**src/rtl/dmem_access_ctrl_pkg.sv**
```systemverilog
// Shared definitions for the MEM-stage data-memory access sequencer.
// Holds the datapath width and the controller state encoding.
package dmem_access_ctrl_pkg;

  localparam int DATA_W = 32;

  // Encoding 2'd3 is unused and decodes as IDLE in the controller.
  typedef enum logic [1:0] {
    ST_IDLE = 2'd0,
    ST_REQ  = 2'd1,
    ST_DONE = 2'd2
  } state_t;

endpackage

```
**src/rtl/sat_counter.sv**
```systemverilog
// Saturating up-counter: holds at all-ones instead of wrapping.
// Synchronous active-high reset; clr has the same effect as reset.
module sat_counter #(
  parameter int W = 16
) (
  input  logic         clk,
  input  logic         rst,
  input  logic         inc,
  input  logic         clr,
  output logic [W-1:0] count
);

  always_ff @(posedge clk) begin
    if (rst || clr) begin
      count <= '0;
    end else if (inc && (count != '1)) begin
      count <= count + W'(1);
    end
  end

endmodule

```
**src/rtl/dmem_access_ctrl.sv**
```systemverilog
// Sequences MEM-stage loads/stores over a req/ack handshake to variable-latency memory,
// stalling the front of the pipeline until the access completes or times out.
module dmem_access_ctrl
  import dmem_access_ctrl_pkg::*;
#(
  parameter int TIMEOUT_CYCLES = 255,
  parameter int CNT_W          = 16
) (
  input  logic              Clk,
  input  logic              Rst,
  input  logic              MemReadM,
  input  logic              MemWriteM,
  input  logic [DATA_W-1:0] ALUresultM,
  input  logic [DATA_W-1:0] ReadData2M,
  output logic              DmemReq,
  output logic              DmemWe,
  output logic [DATA_W-1:0] DmemAddr,
  output logic [DATA_W-1:0] DmemWdata,
  input  logic              DmemAck,
  input  logic [DATA_W-1:0] DmemRdata,
  output logic [DATA_W-1:0] ReadDataM,
  output logic              Stall,
  output logic              BubbleW,
  output logic              TimeoutErr,
  output logic [CNT_W-1:0]  StallCycles
);

  localparam int TO_W = $clog2(TIMEOUT_CYCLES + 1);
  localparam logic [TO_W-1:0] TO_LAST = TO_W'(TIMEOUT_CYCLES - 1);

  state_t          state;
  state_t          state_nxt;
  logic [TO_W-1:0] to_cnt;
  logic            op;
  logic            to_hit;

  assign op      = MemReadM | MemWriteM;
  assign to_hit  = (to_cnt == TO_LAST);
  assign BubbleW = Stall;

  always_comb begin
    state_nxt = ST_IDLE;
    Stall     = 1'b0;
    case (state)
      ST_REQ: begin
        Stall     = 1'b1;
        state_nxt = (DmemAck || to_hit) ? ST_DONE : ST_REQ;
      end
      ST_DONE: begin
        state_nxt = ST_IDLE;
      end
      default: begin
        if (op) begin
          Stall     = 1'b1;
          state_nxt = ST_REQ;
        end
      end
    endcase
  end

  always_ff @(posedge Clk) begin
    if (Rst) begin
      state      <= ST_IDLE;
      DmemReq    <= 1'b0;
      DmemWe     <= 1'b0;
      DmemAddr   <= '0;
      DmemWdata  <= '0;
      ReadDataM  <= '0;
      TimeoutErr <= 1'b0;
      to_cnt     <= '0;
    end else begin
      state <= state_nxt;
      case (state)
        ST_REQ: begin
          if (DmemAck) begin
            if (!DmemWe) ReadDataM <= DmemRdata;
            DmemReq <= 1'b0;
          end else if (to_hit) begin
            DmemReq    <= 1'b0;
            ReadDataM  <= '0;
            TimeoutErr <= 1'b1;
          end else begin
            to_cnt <= to_cnt + TO_W'(1);
          end
        end
        ST_DONE: begin
        end
        default: begin
          // A simultaneous read+write is issued as a write.
          if (op) begin
            DmemAddr  <= ALUresultM;
            DmemWdata <= ReadData2M;
            DmemWe    <= MemWriteM;
            DmemReq   <= 1'b1;
            to_cnt    <= '0;
          end
        end
      endcase
    end
  end

  sat_counter #(.W(CNT_W)) u_stall_cnt (
    .clk   (Clk),
    .rst   (Rst),
    .inc   (Stall),
    .clr   (1'b0),
    .count (StallCycles)
  );

endmodule
```
**config.mk**
```make
export PLATFORM = sky130hd
export DESIGN_NAME = dmem_access_ctrl
export DESIGN_NICKNAME = d
export VERILOG_FILES = /design/src/rtl/dmem_access_ctrl_pkg.sv /design/src/rtl/sat_counter.sv /design/src/rtl/dmem_access_ctrl.sv
export SDC_FILE = /design/constraint.sdc
export NUM_CORES = 1
export LEC_CHECK = 0
export CORE_MARGIN = 3
export CORE_UTILIZATION = 25
export CTS_CLUSTER_SIZE = 24
export DETAILED_ROUTE_END_ITERATION = 7
export GPL_TIMING_DRIVEN = 0
export HOLD_SLACK_MARGIN = 0.02
export SYNTH_ARGS = -nofsm -noshare
export SYNTH_HDL_FRONTEND = slang
export SYNTH_SLANG_ARGS = --single-unit
```
**constraint.sdc**
```tcl
create_clock -name Clk -period 4.88 [get_ports Clk]
set_input_delay 0.732 -clock Clk [delete_from_list [all_inputs] [get_ports Clk]]
set_output_delay 0.732 -clock Clk [all_outputs]
set_load 0.01 [all_outputs]
```
==> summary.md <==
| Metric | Value |
|---|---|
| Status | `finished, final reports clean` |
| Share of layout cells above drive strength 1 | `0.0521` |
| Yosys reg bits | `125` |
| Post-CTS Setup Inserts | `0` |
| Pwr Density | `341 nW/µm²` |
| Gr busiest metal | `met2` |
| Largest net degree at the start of global routing | `17` |
| RSZ-0062 raised after global routing | `false` |
| Antenna Cells | `0` |
| Area share of the largest cell type after synthesis | `0.491` |
| Max frequency | `302 MHz` |
| H-tree Lvls | `4` |
| Die area | `22100 µm²` |
| Worst setup margin | `1.57 ns` |
| First-pass DRT Iterations | `4` |
| Leakage | `2.85 nW` |
| Initial antenna violation count | `0` |
| CTS Buf Count | `17` |
| Internal power | `2.07 mW` |
| Die Y | `149 µm` |
| Synth-to-Final Area Change | `60.1%` |
| Combinational Power Share | `0.166` |
| Tmin final | `3.31 ns` |
| DR WL/cell | `15.0 µm` |
| TritonCTS clock tree | `built` |
| Setup_tns | `0 ns` |
| Psw | `0.711 mW` |
| Clock skew | `0.00657 ns` |
| Max Cap Viol | `0` |
| Worst Path Arrival | `2.58 ns` |
| Vias in the first global route | `4974` |
| Core area | `19700 µm²` |
| Die W | `149 µm` |
| R2R depth | `7` |
| Port bufs | `217` |
| Total GRT Usage | `0.151` |
| Syn Nets | `722` |
| Max Fanout on Critical Path | `7` |
| Pins Over Slew Limit | `0` |
| Clock Path Buffers | `2` |
| Most frequent cells in the layout | `clkdlybuf4s50_1 (217), nand2_1 (139), dfxtp_1 (125)` |
| Async set-or-reset flop fraction in the synthesized netlist | `0` |
| Met1 GRT Util | `0.192` |
| Met2 Track Usage GR | `0.233` |
| Total gr overflow | `0` |
| DR vias | `5216` |
| Final setup violating endpoints | `0` |
| Vias per cell | `4.62` |
| Number of synthesized flops with an enable pin | `0` |
| Sequential Power Share | `0.401` |
| Cell area after synthesis | `5090 µm²` |
| Cells on Worst Hold Path | `2` |
| Syn avg cell area | `8.27 µm²` |
| Crit path kind | `input port to primary output` |
| DRT iter0 DRCs | `200` |
| Commonest non-fill, non-tap cell in the layout | `clkdlybuf4s50_1` |
| CP Launch Type | `input port` |
| Synth Instances | `616` |
| Post-synthesis sequential area ratio | `0.491` |
| Cts hold-fix bufs | `0` |
| Sw frac | `0.256` |
| Synth warn | `0` |
| Final net count | `958` |
| Worst IR Drop VDD | `0.228 mV` |
| I/O Pins | `218` |
| Initial Util | `0.258` |
| Required @ worst endpoint | `4.15 ns` |
| Routed WL | `17000 µm` |
| Hold crit path type | `register to register` |
| CTS Root Cell | `clkbuf_16` |
| Clk_lat worst skew | `0.41 ns` |
| Netlist cell types | `43` |
| Post-synth top area cell | `dfxtp_1` |
| Gp weighted congestion | `0.806` |
| Cts repair resizes | `0` |
| First-pass GRT wire length | `26700 µm` |
| Critical Path End Type | `primary output` |
| Clock-pin slew on the worst setup and hold paths | `0.05 ns` |
| Final number of hold-violating endpoints | `0` |
| Top FF cell, synth | `dfxtp_1` |
| Max transition margin | `0.476` |
| GR Util met3 | `0.0647` |
| Clock power frac | `0.433` |
| Clock Sinks | `125` |
| Dpl hpwl | `12300 µm` |
| Setup slack at placement | `1.55 ns` |
| Synth area leaders | `dfxtp_1 (49%), a21oi_1 (12%), nand2_1 (10%)` |
| DRT antenna net count | `0` |
| Core Rows | `51` |
| Worst slew pin tran | `0.785 ns` |
| Final period utilization | `0.678` |
| DR DRC count | `0` |
## area by class of cell
type	count	area (µm²)
repair buffers	217	2170
clock inverters	6	60.1
multi-input cells	436	2370
fillers	1999	11600
well taps	265	332
flip-flops and latches	125	2500
plain buffers	49	199
clock buffers	25	495
inverters	6	22.5
## metal layers
layer	vias up	routed length (µm)
met2	156	7720
li1	2658	-
met4	0	223
met1	2386	7480
met3	16	1540
met5	-	0
## worst paths after layout
| kind | from | to | slack (ns) |
|---|---|---|---|
| hold reg to reg | DmemWdata[12] | DmemWdata[12] | 0.45 |
| setup / recovery | MemWriteM | Stall | 1.57 |
| hold / removal | DmemWdata[12] | DmemWdata[12] | 0.45 |
| setup reg to reg | state[0] | DmemWdata[19] | 2.72 |
## synthesized netlist by cell type (all sizes together), types with 5 or more instances
library cell	n
a21oi	119
buf	14
clkbuf	35
dfxtp	125
ha	5
inv	6
nand2	139
nand2b	5
nand3	10
nand4	5
nand4b	32
nor2	8
nor4	8
o21ai	47
o31ai	9
or3	8
or4	6
## power by group through the flow
stage / sequential, mW / clock, mW / combinational [mW]
after CTS: 1.11 / 1.24 / 0.468
after detailed placement: 1.14 / 0 / 0.465
final: 1.11 / 1.20 / 0.460
after global routing: 1.12 / 1.29 / 0.505
after global placement: 1.13 / 0 / 0.465
after floorplan: 1.16 / 0 / 0.170
## cells by family (layout without fill, tap and decap cells)
group,after synthesis,count (layout),synth area share
flops,125,125,0.491
compound gates,191,191,0.203
buf+inv,55,303,0.0435
fa+ha+maj,5,5,0.0123
simple gates,237,237,0.244
mux,3,3,0.00639
## state kept, by name, summed over array words and instances, names as in the netlist
| register | flops |
|---|---|
| DmemAddr | 32 |
| DmemWe | 1 |
| ReadDataM | 32 |
| DmemWdata | 32 |
| state | 2 |
| TimeoutErr | 1 |
| DmemReq | 1 |
| u_stall_cnt.count | 16 |
| to_cnt | 8 |
## worst max-delay path, cell delays in order
cell and delay [ns]:
clkdlybuf4s50_1 0.47, o21a_1 0.31, nor2_1 0.36, inv_1 0.10, buf_4 0.14, clkdlybuf4s50_1 0.47
## stage by stage
step,instances,area (µm²),total power [mW],util,hold slack (ns)
finish,1129,8150,2.78,0.413,0.452
global route,1129,8150,2.91,0.413,0.467
CTS,1129,8150,2.82,0.413,0.453
detailed placement,1098,7600,1.60,0.385,0.447
global placement,1098,7600,1.60,0.385,0.440
floorplan,616,5090,1.33,-,0.463
Note: power is estimated with default switching activity, not from simulation.
